File: src/rtl/common.sv
// Shared bus types for the instruction- and data-side bus bridges.
package common;

  localparam int unsigned WORD_W = 32;

  typedef logic [WORD_W-1:0] word_t;

  // Request bundle driven by a bus master
  typedef struct packed {
    logic  valid;
    word_t addr;
  } ibus_req_t;

  // Response bundle returned by the bus slave
  typedef struct packed {
    logic  addr_ok;
    logic  data_ok;
    word_t data;
  } ibus_resp_t;

endpackage

File: src/rtl/fetch_pkg.sv
// Fetch-stage types and helpers.
package fetch_pkg;

  import common::*;

  typedef enum logic [2:0] {
    IDLE      = 3'd0,
    WAIT_ADDR = 3'd1,
    WAIT_DATA = 3'd2,
    HOLD      = 3'd3,
    DROP_ADDR = 3'd4,
    DROP_DATA = 3'd5
  } ifetch_state_t;

  // Instruction fetches must be word aligned
  function automatic logic misaligned(word_t addr);
    return addr[1:0] != 2'b00;
  endfunction

endpackage

File: src/rtl/ifetch_unit_if.sv
// SRAM-like instruction bus: request/addr_ok/data_ok handshake.
interface ifetch_unit_if;

  import common::*;

  logic  ireq_valid;
  word_t ireq_addr;
  logic  ireq_addr_ok;
  logic  iresp_data_ok;
  word_t iresp_data;

  modport master (
    output ireq_valid,
    output ireq_addr,
    input  ireq_addr_ok,
    input  iresp_data_ok,
    input  iresp_data
  );

  modport slave (
    input  ireq_valid,
    input  ireq_addr,
    output ireq_addr_ok,
    output iresp_data_ok,
    output iresp_data
  );

endinterface

File: src/rtl/ifetch_unit.sv
// Instruction-fetch bus controller: one request per PC, holds the word across
// fetch stalls and silently drains responses made stale by a redirect.
module ifetch_unit
  import common::*;
  import fetch_pkg::*;
(
  input  logic         clk,
  input  logic         resetn,
  input  word_t        pc,
  input  logic         stallF,
  input  logic         redirect,
  ifetch_unit_if.master ibus,
  output logic         i_data_ok,
  output word_t        instr,
  output word_t        fetch_pc,
  output logic         adel
);

  ifetch_state_t state_q, state_d;
  word_t         req_pc_q, req_pc_d;
  word_t         hold_instr_q, hold_instr_d;

  ibus_req_t     req_c;
  ibus_resp_t    resp_c;
  logic          ok_c;
  word_t         instr_c;
  word_t         fetch_pc_c;
  logic          adel_c;

  assign resp_c.addr_ok = ibus.ireq_addr_ok;
  assign resp_c.data_ok = ibus.iresp_data_ok;
  assign resp_c.data    = ibus.iresp_data;

  // State and captured request/instruction registers
  always_ff @(posedge clk or negedge resetn) begin
    if (!resetn) begin
      state_q      <= IDLE;
      req_pc_q     <= '0;
      hold_instr_q <= '0;
    end else begin
      state_q      <= state_d;
      req_pc_q     <= req_pc_d;
      hold_instr_q <= hold_instr_d;
    end
  end

  // Next-state and combinational bus/fetch outputs
  always_comb begin
    state_d      = state_q;
    req_pc_d     = req_pc_q;
    hold_instr_d = hold_instr_q;
    req_c        = '0;
    ok_c         = 1'b0;
    instr_c      = '0;
    fetch_pc_c   = req_pc_q;
    adel_c       = 1'b0;

    case (state_q)
      IDLE: begin
        if (misaligned(pc)) begin
          // Misaligned PC never reaches the bus; flag it to the pipeline
          ok_c       = 1'b1;
          fetch_pc_c = pc;
          adel_c     = 1'b1;
        end else if (!redirect) begin
          req_c.valid = 1'b1;
          req_c.addr  = pc;
          req_pc_d    = pc;
          state_d     = resp_c.addr_ok ? WAIT_DATA : WAIT_ADDR;
        end
      end

      WAIT_ADDR: begin
        req_c.valid = 1'b1;
        req_c.addr  = req_pc_q;
        if (redirect) begin
          state_d = resp_c.addr_ok ? DROP_DATA : DROP_ADDR;
        end else if (resp_c.addr_ok) begin
          state_d = WAIT_DATA;
        end
      end

      WAIT_DATA: begin
        if (resp_c.data_ok) begin
          if (redirect) begin
            state_d = IDLE;
          end else begin
            ok_c       = 1'b1;
            instr_c    = resp_c.data;
            fetch_pc_c = req_pc_q;
            if (stallF) begin
              hold_instr_d = resp_c.data;
              state_d      = HOLD;
            end else begin
              state_d = IDLE;
            end
          end
        end else if (redirect) begin
          state_d = DROP_DATA;
        end
      end

      HOLD: begin
        ok_c       = 1'b1;
        instr_c    = hold_instr_q;
        fetch_pc_c = req_pc_q;
        if (!stallF || redirect) begin
          state_d = IDLE;
        end
      end

      DROP_ADDR: begin
        // A request already on the bus cannot be withdrawn; finish it quietly
        req_c.valid = 1'b1;
        req_c.addr  = req_pc_q;
        if (resp_c.addr_ok) begin
          state_d = DROP_DATA;
        end
      end

      DROP_DATA: begin
        if (resp_c.data_ok) begin
          state_d = IDLE;
        end
      end

      default: begin
        state_d = IDLE;
      end
    endcase
  end

  // Outputs are forced low while the core and bus are held in reset
  assign ibus.ireq_valid = resetn & req_c.valid;
  assign ibus.ireq_addr  = resetn ? req_c.addr : '0;
  assign i_data_ok       = resetn & ok_c;
  assign instr           = resetn ? instr_c : '0;
  assign fetch_pc        = resetn ? fetch_pc_c : '0;
  assign adel            = resetn & adel_c;

endmodule

File: src/flat_wrapper.sv
// flat-port wrapper written by rule: the top's interface ports become plain ports
module ifetch_unit_flat import common::*; import fetch_pkg::*;
  (clk, resetn, pc, stallF, redirect, i_data_ok, instr, fetch_pc, adel, ibus_ireq_valid, ibus_ireq_addr, ibus_ireq_addr_ok, ibus_iresp_data_ok, ibus_iresp_data);
  ifetch_unit_if ibus_i ();
  input  logic clk;
  input  logic resetn;
  input  word_t pc;
  input  logic stallF;
  input  logic redirect;
  output logic i_data_ok;
  output word_t instr;
  output word_t fetch_pc;
  output logic adel;
  output wire logic [$bits(ibus_i.ireq_valid)-1:0] ibus_ireq_valid;
  output wire logic [$bits(ibus_i.ireq_addr)-1:0] ibus_ireq_addr;
  input wire logic [$bits(ibus_i.ireq_addr_ok)-1:0] ibus_ireq_addr_ok;
  input wire logic [$bits(ibus_i.iresp_data_ok)-1:0] ibus_iresp_data_ok;
  input wire logic [$bits(ibus_i.iresp_data)-1:0] ibus_iresp_data;
  assign ibus_ireq_valid = ibus_i.ireq_valid;
  assign ibus_ireq_addr = ibus_i.ireq_addr;
  assign ibus_i.ireq_addr_ok = ibus_ireq_addr_ok;
  assign ibus_i.iresp_data_ok = ibus_iresp_data_ok;
  assign ibus_i.iresp_data = ibus_iresp_data;
  ifetch_unit u_core (.clk(clk), .resetn(resetn), .pc(pc), .stallF(stallF), .redirect(redirect), .ibus(ibus_i), .i_data_ok(i_data_ok), .instr(instr), .fetch_pc(fetch_pc), .adel(adel));
endmodule
File: config.mk
export PLATFORM = sky130hd
export DESIGN_NAME = ifetch_unit_flat
export DESIGN_NICKNAME = d
export VERILOG_FILES = /design/src/rtl/common.sv /design/src/rtl/fetch_pkg.sv /design/src/rtl/ifetch_unit_if.sv /design/src/rtl/ifetch_unit.sv /design/src/flat_wrapper.sv
export SDC_FILE = /design/constraint.sdc
export NUM_CORES = 1
export LEC_CHECK = 0
export ABC_AREA = 0
export ABC_CLOCK_PERIOD_IN_PS = 3500
export BUFFER_PORTS_ARGS = -buffer_cell sky130_fd_sc_hd__clkbuf_2
export CAP_MARGIN = 20
export CORE_ASPECT_RATIO = 0.6
export CORE_MARGIN = 2
export CORE_UTILIZATION = 42
export DETAILED_ROUTE_END_ITERATION = 16
export HOLD_SLACK_MARGIN = 0.06
export PLACE_DENSITY = 0.79
export SLEW_MARGIN = 20
export SYNTH_ARGS = -nofsm -noshare
export SYNTH_HDL_FRONTEND = slang
export SYNTH_SLANG_ARGS = --single-unit
File: constraint.sdc
create_clock -name clk -period 3.5 [get_ports clk]
set_input_delay 0.35 -clock clk [delete_from_list [all_inputs] [get_ports clk]]
set_output_delay 0.35 -clock clk [all_outputs]
set_load 0.02 [all_outputs]
==> reports/summary.md <==
The flow ran to the end, and the final reports show no timing, DRC or antenna violations. The initial utilization of the core area, before any placement, comes to 42.8%. Setup violations remaining at the end of the flow were counted as 0.

The most used flip-flop cell after synthesis is sky130_fd_sc_hd__dfrtp_1. Dividing the detail-routed wire length by the instance count gives 14.4 um. 0 antenna diodes ended up in the layout.

The number of buffers and inverters on the critical path is 2. The worst setup path is captured at an output port. The share of synthesized area occupied by flip-flops and latches is 40.2%. The tools report the required time of the worst setup path as 3150 ps. The analysis attributes to cell leakage a power of 2.73 nW.

The setup fix buffers added after clock tree synthesis came out at 0. After synthesis, the largest area contributor takes up 40.2% of total cell area. The worst register-to-register path has a depth of 5.

The total of max-cap violations was 0. The final HPWL from detailed placement is 8.27 mm. For the full die area, the log shows 10800 um^2.

After synthesis the cells add up to 4170 um^2. The logs give 11.5 mm for the final wirelength and 0 for the remaining global-route overflow. The cell depth of the worst setup path works out to 6.

STA classifies the critical path startpoint as a register. The routed layout has 4181 vias. Of all nets on the critical path, the largest fanout is 20. The worst ir drop on vdd is 0.000274 V, and the die extent in x is 133 um.

Including well taps, the total number of placed cells is 780. The via count of the first global-routing pass is 3851. The first TritonRoute pass finished after 5 iterations.

Post-layout utilization of the core: 54.8%. Routability-driven placement finished with a final weighted congestion of 0.916. The Yosys step of the flow raised 0 warnings. The number of nets handed over by synthesis was 578. The final layout net count was 727.

In the post-synthesis netlist, the biggest area contributors are sky130_fd_sc_hd__dfrtp_1 40%, sky130_fd_sc_hd__nand2_1 17%, sky130_fd_sc_hd__mux2_4 10%, sky130_fd_sc_hd__a22oi_1 5.9%, sky130_fd_sc_hd__a21oi_1 3.8%. For the headroom to the max-slew limit, the log shows 59.0%. The synthesized design spends more area on one cell type than any other, namely sky130_fd_sc_hd__dfrtp_1. The number of antenna violations at the first check in global routing was 0. Cell type of the slowest stage on the worst timing path: sky130_fd_sc_hd__dfrtp_1. Via density per instance: 5.25. The largest single stage delay on the critical path is 680 ps. Counting I/O delays and the setup requirement, the final critical path takes 2850 ps.

The count of nets left with antenna violations once routing finished came out at 0. For the largest net degree at the start of global routing, the log shows 39. The core box area was 9740 um^2.

For the number of instances in the synthesized netlist, the log shows 508. The number of max-slew violations in the final report is 0, and the overall fraction of global-route tracks in use is 20.6%. The number of synthesized flops with an enable pin is 0.

The share of synthesized registers carrying an async set or reset is 100%. The critical path is of the reg2out type. The signal arrival time at the worst endpoint was 2500 ps; the fraction of layout cells with a size suffix above 1 was 35.1%. The run gives 28 as the floorplan row count.

TritonCTS built the clock tree. In this run the number of H-tree levels came out at 3. Timing analysis after detailed placement gives a worst setup slack of 1020 ps. The clock reaches the later pin of the worst-skew pair after 320 ps.

The final critical path takes up 81.5% of the cycle. The completed layout was analyzed and its total power is 0.00415 W. Setup repair after global routing left no endpoint under its margin. For this run, the top clock speed supported by timing is 351 MHz. Clock-pin slew was measured on the worst setup and hold paths at 50 ps.

Kind of cell adding the most delay to the critical path: flip-flops. The number of cells on the worst hold path was 3. The smallest setup slack after layout was 648 ps; the post-layout instance count excluding filler cells was 796. The floorplan step set the die height to 81.2 um. The filler cells instantiated in the layout total 954. In this run the count of I/O pins placed on the die edge is 169.

The min-delay analysis places its worst path in the category in2reg. A synthesized cell averages 8.20 um^2. The synthesized design contains 67 register bits. By count the netlist is led by 186 x sky130_fd_sc_hd__nand2_1, 67 x sky130_fd_sc_hd__dfrtp_1, 38 x sky130_fd_sc_hd__nor2_1.

The count of buffers inserted at the top-level ports is 168, and the register area is 1680 um^2. For the worst setup skew after layout, the log shows 3.39 ps. In this run the power density over the cells is 778 nW/um^2. The maximum root-to-sink buffer count is 2.

Wire length of the first global-routing pass: 18.1 mm. After detailed routing, the number of remaining DRC violations is 0. The critical path goes through xnor2_1 -> nor2_2 -> buf_4 -> nand2_1 -> a21oi_1 -> clkbuf_2.

The setup TNS was 0 ps; the signed area change from the synthesized netlist to the final layout was 28.0%. At the pin with the least slew margin, the transition time is 615 ps. Counting distinct cell types in the post-synthesis netlist gives 37. The tools report the clock sink total as 67. The final number of hold-violating endpoints is 0. The root buffer cell was sky130_fd_sc_hd__clkbuf_16. The cell with the most instances after synthesis was sky130_fd_sc_hd__nand2_1.

In the final layout, the multi-input gates occupy 2290 um^2. After the first detailed-routing iteration, the DRC count stood at 210. TritonCTS created 9 clock buffers.
-- cells by family after synthesis --
kind of cell           share of synthesized area (%)
AND/OR/NAND/NOR                                 25.5
AO/OA/AOI/OAI                                   17.5
flip-flops                                      40.2
buffers and inverters                           5.13
multiplexers                                    11.5
XOR/XNOR                                       0.210
-- placed cells by master (no fill, tap or decap), drive strengths merged, types with 6 or more instances in the layout --
cell type | synthesis | final
nand2 | 187 | 187
mux2 | 32 | 32
nor2 | 39 | 39
a22oi | 33 | 33
o21ai | 6 | 6
clkbuf | 24 | 179
a21boi | 32 | 32
dfrtp | 67 | 67
a21oi | 32 | 32
buf | 17 | 11
-- state kept, by name, indices dropped and copies added (netlist names) --
name	count
u_core.hold_instr_q	32
u_core.req_pc_q	32
u_core.state_q	3
-- metal layers --
| metal | GRT usage (%) | up-vias | part of all wire, % |
|---|---|---|---|
| met5 | 0 | - | 0 |
| met2 | 35.4 | 160 | 48 |
| met4 | 6.02 | 0 | 0.85 |
| met1 | 26.9 | 2017 | 45 |
| met3 | 4.06 | 8 | 5.9 |
| li1 | - | 1996 | - |
-- layout make-up --
type                       count  area share, %
clock buffer                  12           4.62
clock inverter                 3          0.281
inverter                       3          0.211
multi-input combinational    397           42.9
sequential                    67           31.4
tap                          135           3.17
timing repair buffer         179           17.4
-- worst paths after layout --
check | endpoint | start | slack, ps
worst max-delay path | ibus_ireq_addr[26] | u_core.state_q[0] | 650
worst min-delay path | u_core.req_pc_q[20] | pc[20] | 260
worst max register to register | u_core.hold_instr_q[7] | u_core.state_q[0] | 1000
worst min register to register | u_core.req_pc_q[20] | u_core.req_pc_q[20] | 500
max in group asynchronous | u_core.req_pc_q[2] | resetn | 2250
min in group asynchronous | u_core.req_pc_q[21] | resetn | 510
-- power by group --
group / internal (W) / switching, W
logic: 0.000772 / 0.00114
registers: 0.00114 / 0.000309
clock network: 0.000490 / 0.000300
-- worst register-to-register path, cell delays in order, from the launching register on --
cell,delay (ps)
sky130_fd_sc_hd__dfrtp_1,570
sky130_fd_sc_hd__nor4b_2,410
sky130_fd_sc_hd__and2_1,170
sky130_fd_sc_hd__buf_4,350
sky130_fd_sc_hd__nand2_4,420
sky130_fd_sc_hd__mux2_4,450
-- through the flow --
step	hold WS [ps]	instance area, um^2
after global routing	266	5340
after floorplan	54.4	4170
after detailed placement	287	5060
after global placement	277	5060
after CTS	247	5330
final	260	5340
-- repair_timing --
action / in CTS / in global routing
resized for setup: 0 / 0
hold endpoints to repair: 10 / 0
hold buffers: 1 / 0
No activity file was read; power rests on OpenSTA's default activity.
